**src/rtl/macguffin_frame_ctrl.sv**
```systemverilog
// rtl/macguffin_frame_ctrl.sv - UART frame controller: key load and 64-bit block exchange with a cipher core
// Optional receive idle-gap timeout: define MACGUFFIN_FRAME_CTRL_TIMEOUT_EN
module macguffin_frame_ctrl #(
  parameter logic [127:0] INIT_KEY       = 128'h1748a65f73b56f5eafecc84639475860,
  parameter int unsigned  TIMEOUT_CYCLES = 868_000
) (
  input  logic          clk,
  input  logic          rst_n,
  input  logic [7:0]    s_axis_tdata,
  input  logic          s_axis_tvalid,
  output logic          s_axis_tready,
  output logic [7:0]    m_axis_tdata,
  output logic          m_axis_tvalid,
  input  logic          m_axis_tready,
  output logic [63:0]   c_m_axis_tdata,
  output logic          c_m_axis_tvalid,
  input  logic          c_m_axis_tready,
  input  logic [63:0]   c_s_axis_tdata,
  input  logic          c_s_axis_tvalid,
  output logic          c_s_axis_tready,
  output logic [127:0]  key,
  output logic          busy
);

  typedef enum logic [2:0] {
    IDLE, RX_KEY, RX_BLK, CIPH_REQ, CIPH_WAIT, TX_DATA, TX_ACK, TX_NAK
  } state_t;

  state_t         state_q, state_d;
  logic [63:0]    blk_q, blk_d;
  logic [127:0]   stage_q, stage_d;
  logic [127:0]   key_q, key_d;
  logic           commit_q, commit_d;
  logic [63:0]    res_q, res_d;
  logic [2:0]     byte_cnt_q, byte_cnt_d;
  logic [3:0]     key_cnt_q, key_cnt_d;
  logic           rdy_en_q;
  logic           s_fire;

`ifdef MACGUFFIN_FRAME_CTRL_TIMEOUT_EN
  localparam int GAP_W = (TIMEOUT_CYCLES > 1) ? $clog2(TIMEOUT_CYCLES) : 1;
  logic [GAP_W-1:0] gap_q, gap_d;
  logic             gap_expired;
  assign gap_expired = (gap_q == GAP_W'(TIMEOUT_CYCLES - 1));
`endif

  // rdy_en_q keeps the input closed until the first edge after reset release
  assign s_axis_tready   = rdy_en_q && (state_q == IDLE || state_q == RX_KEY || state_q == RX_BLK);
  assign s_fire          = s_axis_tvalid && s_axis_tready;
  assign m_axis_tvalid   = (state_q == TX_DATA) || (state_q == TX_ACK) || (state_q == TX_NAK);
  assign c_m_axis_tvalid = (state_q == CIPH_REQ);
  assign c_m_axis_tdata  = blk_q;
  assign c_s_axis_tready = (state_q == CIPH_WAIT);
  assign key             = key_q;
  assign busy            = (state_q != IDLE);

  // Response byte: cipher result MSB first, or the single ACK/NAK code
  always_comb begin
    m_axis_tdata = 8'h00;
    case (state_q)
      TX_DATA: m_axis_tdata = res_q[63:56];
      TX_ACK:  m_axis_tdata = 8'h06;
      TX_NAK:  m_axis_tdata = 8'h15;
      default: m_axis_tdata = 8'h00;
    endcase
  end

  // Frame sequencing: command decode, byte collection, cipher handoff, response
  always_comb begin
    state_d    = state_q;
    blk_d      = blk_q;
    stage_d    = stage_q;
    key_d      = key_q;
    commit_d   = 1'b0;
    res_d      = res_q;
    byte_cnt_d = byte_cnt_q;
    key_cnt_d  = key_cnt_q;
`ifdef MACGUFFIN_FRAME_CTRL_TIMEOUT_EN
    gap_d      = gap_q;
`endif
    // Staged key is committed whole, one cycle after its last byte
    if (commit_q) key_d = stage_q;

    unique case (state_q)
      IDLE: begin
        if (s_fire) begin
          byte_cnt_d = '0;
          key_cnt_d  = '0;
`ifdef MACGUFFIN_FRAME_CTRL_TIMEOUT_EN
          gap_d      = '0;
`endif
          if (s_axis_tdata == 8'h45)      state_d = RX_BLK;
          else if (s_axis_tdata == 8'h4B) state_d = RX_KEY;
          else                            state_d = TX_NAK;
        end
      end
      RX_BLK: begin
        if (s_fire) begin
          blk_d = {blk_q[55:0], s_axis_tdata};
`ifdef MACGUFFIN_FRAME_CTRL_TIMEOUT_EN
          gap_d = '0;
`endif
          if (byte_cnt_q == 3'd7) begin
            byte_cnt_d = '0;
            state_d    = CIPH_REQ;
          end else begin
            byte_cnt_d = byte_cnt_q + 3'd1;
          end
        end
`ifdef MACGUFFIN_FRAME_CTRL_TIMEOUT_EN
        else if (gap_expired) begin
          gap_d   = '0;
          state_d = TX_NAK;
        end else begin
          gap_d = gap_q + GAP_W'(1);
        end
`endif
      end
      RX_KEY: begin
        if (s_fire) begin
          stage_d = {stage_q[119:0], s_axis_tdata};
`ifdef MACGUFFIN_FRAME_CTRL_TIMEOUT_EN
          gap_d   = '0;
`endif
          if (key_cnt_q == 4'd15) begin
            key_cnt_d = '0;
            commit_d  = 1'b1;
            state_d   = TX_ACK;
          end else begin
            key_cnt_d = key_cnt_q + 4'd1;
          end
        end
`ifdef MACGUFFIN_FRAME_CTRL_TIMEOUT_EN
        else if (gap_expired) begin
          gap_d   = '0;
          state_d = TX_NAK;
        end else begin
          gap_d = gap_q + GAP_W'(1);
        end
`endif
      end
      CIPH_REQ: begin
        if (c_m_axis_tready) state_d = CIPH_WAIT;
      end
      CIPH_WAIT: begin
        if (c_s_axis_tvalid) begin
          res_d      = c_s_axis_tdata;
          byte_cnt_d = '0;
          state_d    = TX_DATA;
        end
      end
      TX_DATA: begin
        if (m_axis_tready) begin
          res_d = {res_q[55:0], 8'h00};
          if (byte_cnt_q == 3'd7) begin
            byte_cnt_d = '0;
            state_d    = IDLE;
          end else begin
            byte_cnt_d = byte_cnt_q + 3'd1;
          end
        end
      end
      TX_ACK, TX_NAK: begin
        if (m_axis_tready) state_d = IDLE;
      end
    endcase
  end

  // State and datapath registers; reset abandons any frame and restores the initial key
  always_ff @(posedge clk or negedge rst_n) begin
    if (!rst_n) begin
      state_q    <= IDLE;
      blk_q      <= '0;
      stage_q    <= '0;
      key_q      <= INIT_KEY;
      commit_q   <= 1'b0;
      res_q      <= '0;
      byte_cnt_q <= '0;
      key_cnt_q  <= '0;
      rdy_en_q   <= 1'b0;
    end else begin
      state_q    <= state_d;
      blk_q      <= blk_d;
      stage_q    <= stage_d;
      key_q      <= key_d;
      commit_q   <= commit_d;
      res_q      <= res_d;
      byte_cnt_q <= byte_cnt_d;
      key_cnt_q  <= key_cnt_d;
      rdy_en_q   <= 1'b1;
    end
  end

`ifdef MACGUFFIN_FRAME_CTRL_TIMEOUT_EN
  // Idle-gap counter for the receive states
  always_ff @(posedge clk or negedge rst_n) begin
    if (!rst_n) gap_q <= '0;
    else        gap_q <= gap_d;
  end
`endif

endmodule

```
**config.mk**
```make
export PLATFORM = sky130hd
export DESIGN_NAME = macguffin_frame_ctrl
export DESIGN_NICKNAME = d
export VERILOG_FILES = /design/src/rtl/macguffin_frame_ctrl.sv
export SDC_FILE = /design/constraint.sdc
export NUM_CORES = 1
export LEC_CHECK = 0
export ABC_AREA = 1
export BUFFER_PORTS_ARGS = -buffer_cell sky130_fd_sc_hd__buf_2
export CORE_ASPECT_RATIO = 1.75
export CORE_MARGIN = 3
export CORE_UTILIZATION = 45
export DETAILED_ROUTE_END_ITERATION = 8
export PLACE_DENSITY = 0.69
export SYNTH_ARGS = -nofsm -noshare
export SYNTH_HDL_FRONTEND = slang
export SYNTH_SLANG_ARGS = --single-unit
```
**constraint.sdc**
```tcl
create_clock -name clk -period 1.3 [get_ports clk]
set_input_delay 0.325 -clock clk [delete_from_list [all_inputs] [get_ports clk]]
set_output_delay 0.325 -clock clk [all_outputs]
set_load 0.01 [all_outputs]
```
# Word-level counts from Yosys, hierarchy flattened
# Cells that the tools add are included.
[totals] ff_bits=396 input_bits=78
[classes] addsub=2 n_eq_ne=21 mux=30 n_reduce_logical=18
[op_table] operator="$mux 64" n=2
[op_table] operator="$pmux 64 s2" n=1
[op_table] operator="$mux 3" n=17
[op_table] operator="$pmux 8 s3" n=1
[op_table] operator="$pmux 3 s7" n=1
[op_table] operator="$eq 8x7->1 const B" n=2
[op_table] operator="$eq 3x3->1 const B" n=5
[op_table] operator="$mux 4" n=3
[op_table] operator="$ne 2x2->1 const B" n=6
[op_table] operator="$pmux 3 s4" n=1
[op_table] operator="$reduce_and 10->1" n=1
[op_table] operator="$ne 2x1->1 const B" n=4
[op_table] operator="$pmux 4 s2" n=1
[op_table] operator="$eq 3x2->1 const B" n=2
[op_table] operator="$reduce_and 3->1" n=2
[op_table] operator="$reduce_and 5->1" n=1
[op_table] operator="$add 4x1->4 const B" n=1
[op_table] operator="$eq 4x4->1 const B" n=1
[op_table] operator="$logic_or 1x1->1" n=4
[op_table] operator="$reduce_and 2->1" n=2
[op_table] operator="$reduce_bool 2->1" n=2
[op_table] operator="$reduce_bool 4->1" n=1
[op_table] operator="$add 3x1->3 const B" n=1
[op_table] operator="$eq 3x1->1 const B" n=1
[op_table] operator="other kinds (5)" n=8

# Logic depth before layout (Yosys ltp)
[logic_depth] ltp_word=7 depth_mapped=10 ltp_nobuf=9

# Worst setup path before layout
# Ideal clock, no wire load.
[synth_timing] path_type="flip-flop to flip-flop" start="register state_q[0]" end="register res_q[23]" setup_time_ps=127 t_arrival_ps=1337 required_ps=1173 slack_ps=-163 stages_incl_launch_ff=10 period_less_slack_ps=1463 cell_sequence="dfrtp_1 buf_4 inv_4 nand2_2 nor2_2 nand2_1 o21ai_2 buf_6 buf_2 o21ai_1"
[synth_via] elab_chain_cells=3 word_cells_on_any_way=7 classes_between="4 x eq/ne; 1 x mux; 2 x reduce/logical"
[synth_lines] element="from (decl)" line_no="29" text="state_t state_q, state_d;"
[synth_lines] element="from (signal assigned)" line_no="182" text="state_q <= state_d;"
[synth_lines] element="$eq 3x3->1" line_no="84" text="unique case (state_q)"
[synth_lines] element="$ne 2x2->1 (no line) / $reduce_bool 2->1 (equally long branches)"
[synth_lines] element="$reduce_and 3->1 (no line)"
[synth_lines] element="to (signal assigned)" line_no="187" text="res_q <= res_d;"
[synth_lines] element="to (decl)" line_no="34" text="logic [63:0] res_q, res_d;"
# Parallel ways exist; a longest one is shown, timed or not.
# A chain may end at the register's enable or synchronous reset.

# Worst setup path after layout
[layout_timing] start="register state_q[1]" end="output port s_axis_tready"
[layout_via] elab_chain_cells=4 word_cells_on_any_way=6 classes_between="2 x eq/ne; 4 x reduce/logical"
[layout_lines] element="$eq 3x1->1 / $logic_not 3->1 (equally long branches)" line_no="48" text="assign s_axis_tready = rdy_en_q && (state_q == IDLE || state_q == RX_KEY || state_q == RX_BLK);"
[layout_lines] element="$logic_or 1x1->1" line_no="48"
[layout_lines] element="$logic_or 1x1->1 (*)" line_no="48"
[layout_lines] element="$logic_and 1x1->1 (*)" line_no="48"
[layout_lines] element="to (decl)" line_no="11" text="output logic s_axis_tready,"
# Every way passes the cells marked *; elsewhere a longest branch is shown, timed or not.

==> metrics.md <==
| Metric | Value |
|---|---|
| Clock Path Buffers | 3 |
| DR DRC count | 0 |
| CP Launch Type | register |
| Max stage delay cell, worst path | dfrtp_1 |
| Max VDD drop | 1620 uV |
| Final worst path period share | 151% |
| Req. time, crit path | 0.98 ns |
| Seq/Total Area, Yosys | 63.3% |
| Core area | 34600 um^2 |
| Setup CP Type | reg -> out |
| Slew Viols, Final | 0 |
| Post-layout util | 71.3% |
| Setup-failing EPs final | 472 |
| DP HPWL | 26900 um |
| Synth Cell Area | 15800 um^2 |
| Wire per inst | 20.8 um |
| Fin area | 24600 um^2 |
| Share of cells above drive strength 1 | 52.6% |
| Most instantiated library cell after synthesis | dfrtp_1 |
| Failing checks | setup timing |
| Net count of the mapped netlist | 1635 |
| Syn Inst Count | 1554 |
| Router iterations before antenna repair | 5 |
| First-pass GRT wire length | 75000 um |
| Gr usage total | 25.3% |
| Minimum clock period | 1.96 ns |
| Cell family with most CP delay | flip-flops |
| Seq pwr share | 38.1% |
| Clock Power Share | 21.2% |
| Synth top cells by count | dfrtp_1, nand2_1, inv_1 |
| Max Clk Rate | 0.509 GHz |
| Synth cell types | 33 |
| Initial Util | 45.7% |
| Port Buf Inserts | 282 |
| Total gr overflow | 0 |
| Worst-skew pair later-pin latency | 0.53 ns |
| Synth top area share | 52.2% |
| Area Growth Syn to Fin | 56.1% |
| Fin nets | 2156 |
| Yosys reg bits | 396 |
| Worst-path clk slew | 0.07 ns |
| TritonCTS clock tree | built |
| Crit-path max FO | 3 |
| Post-Route WL | 53200 um |
| Fin. Hold Viols | 0 |
| Setup WS post-layout | -0.664 ns |
| Vias per Instance | 5.29 |
| Die ar. | 37400 um^2 |
| Number of synthesized flops with an enable pin | 0 |
| Sw Ratio | 36.2% |
| Worst Path Buf+Inv | 3 |
| Vias in the first global route | 13645 |
| Psw | 18.5 mW |
| Worst setup EP type | output pin |
| Gpl congestion | 0.817 |
| Post-route ant nets | 0 |
| Antenna violations before repair | 0 |
| Comb pwr share | 40.6% |
| Max Cap Viol | 0 |
| Dpl cell area | 18200 um^2 |
| FILL cells | 2190 |
| Largest net degree at the start of global routing | 72 |
| Worst slack, placed | -0.408 ns |
| Area taken by multi-input logic gates | 5970 um^2 |
| I/O pin count | 283 |
| Status | finished with violations |
| CTS root buf | clkbuf_16 |
| Setup Skew | 0.0130 ns |
| Die Width | 148 um |
| Power Density | 2080 nW/um^2 |
| Total Power | 51.2 mW |
| Antenna cells | 0 |
| Die H | 254 um |
| Most common flop cell mapped by yosys | dfrtp_1 |
| Internal power | 32.7 mW |
| Fraction of registers with async set/reset | 100% |
| Worst EP arrival | 1.64 ns |
| Worst path max stage delay | 0.44 ns |
| Vias post-DR | 13552 |
| TritonCTS Buffers | 37 |
| Worst Hold Class | in -> reg |
| Core Rows | 90 |
| Seq. cell area | 10000 um^2 |
| Drt initial violations | 673 |
| Max H-tree Level | 2 |
| Synthesis Warnings | 0 |
| Worst path cell trace | buf_6 > a21oi_4 > inv_2 > nor2_2 > buf_2 |
| Synth top area cells | dfrtp_1, dfstp_2, nand2_1 |
| RSZ-0062 raised after global routing | true |
| P_leak | 11.9 nW |
| Cell accounting for the most synthesized area | dfrtp_1 |
| Post-Syn Area per Cell | 10.2 um^2 |
| Clk sinks | 396 |
## cells by family (layout without fill, tap and decap cells)
kind of cell	Yosys count	count (layout)	share of synthesized area (%)
AO/OA/AOI/OAI	401	401	13.7
XOR/XNOR	1	1	0.0555
adder cells (fa/ha/maj)	3	3	0.238
buffers and inverters	283	829	8.13
flip-flops	396	396	63.3
multiplexers	57	57	4.07
other	1	1	0.0238
AND/OR/NAND/NOR	412	412	10.5
## routing by layer
layer / up-vias / part of all wire, % / GRT usage [%]
li1: 6100 / - / -
met1: 6768 / 35 / 28.9
met2: 509 / 55 / 46.6
met3: 175 / 4.7 / 3.84
met4: 0 / 5.6 / 11.4
met5: - / 0 / 0
## worst paths after layout
kind,from,to,slack [ns],depth (start not counted)
min reg2reg,stage_q[111]$_DFFE_PN0P_,stage_q[119]$_DFFE_PN0P_,0.50,2
min,c_s_axis_tdata[2],res_q[2]$_DFFE_PN0P_,0.04,3
max in group asynchronous,rst_n,commit_q$_DFF_PN0_,0.31,3
min in group asynchronous,rst_n,res_q[40]$_DFFE_PN0P_,0.21,2
max reg2reg,state_q[2]$_DFFE_PN0P_,stage_q[55]$_DFFE_PN0P_,-0.60,11
max,state_q[1]$_DFFE_PN0P_,s_axis_tready,-0.66,5
## sequential cells by signal, summed over array words and instances, names as in the netlist
name            flops
c_m_axis_tdata     64
stage_q           128
key               128
state_q             3
commit_q            1
key_cnt_q           4
rdy_en_q            1
byte_cnt_q          3
res_q              64
## area by class of cell
type                            instances  area share (%)
Clock buffer                           54            4.51
Clock inverter                         10           0.330
Inverter                              191            3.09
Multi-Input combinational cell        875            24.2
Sequential cell                       396            40.7
Tap cell                              460            2.34
Timing Repair Buffer                  574            24.8
## metrics by stage
| stage | TNS, ns | cells | hold WS [ns] |
|---|---|---|---|
| after floorplan | -25.98 | 1554 | 0.0294 |
| after global placement | -62.40 | 2299 | 0.165 |
| after detailed placement | -78.08 | 2299 | 0.177 |
| after CTS | -158.27 | 2477 | 0.0120 |
| after global routing | -176.52 | 2560 | 0.0449 |
| final | -152.20 | 2560 | 0.0413 |
## power by group through the flow
stage	Sequential, mW	Combinational [mW]	Clock, mW
after floorplan	18.6	6.70	0
after global placement	18.8	10.7	0
after detailed placement	18.9	11.0	0
after CTS	19.0	16.1	10.9
after global routing	19.8	22.4	11.5
final	19.5	20.8	10.9
## timing repair
action                                  in CTS  in global routing
hold endpoints to repair                   208                  0
gates cloned                                47                 16
setup buffers                               66                 98
gates resized for setup                    398                494
endpoints found under the setup margin     476                504
pin swaps                                   19                 26
hold buffers                                 1                  0
## worst register-to-register path, delay by kind of cell, from the launching register on
family,cells,cell delay [ns]
AO/OA/AOI/OAI,1,0.06
buffers and inverters,6,0.76
flip-flops,1,0.50
AND/OR/NAND/NOR,4,0.46
## cells in the final DEF (no fill, tap or decap), types with 8 or more instances in the layout
cell type | netlist | layout
a21oi_1 | 109 | 74
a21oi_2 | 1 | 34
buf_12 | 0 | 46
buf_16 | 0 | 30
buf_2 | 31 | 164
buf_4 | 13 | 139
buf_6 | 17 | 154
buf_8 | 0 | 25
clkbuf_16 | 0 | 53
clkbuf_8 | 0 | 8
dfrtp_1 | 329 | 304
dfrtp_2 | 0 | 24
dfstp_2 | 67 | 67
inv_1 | 186 | 182
mux2_2 | 57 | 57
nand2_1 | 254 | 144
nand2_2 | 1 | 62
nand2_4 | 0 | 49
nand3_1 | 20 | 16
nor2_1 | 127 | 82
nor2_4 | 2 | 43
o211ai_1 | 57 | 57
o21ai_0 | 179 | 16
o21ai_1 | 51 | 104
o21ai_2 | 1 | 109
(Power assumes the default switching activity.)
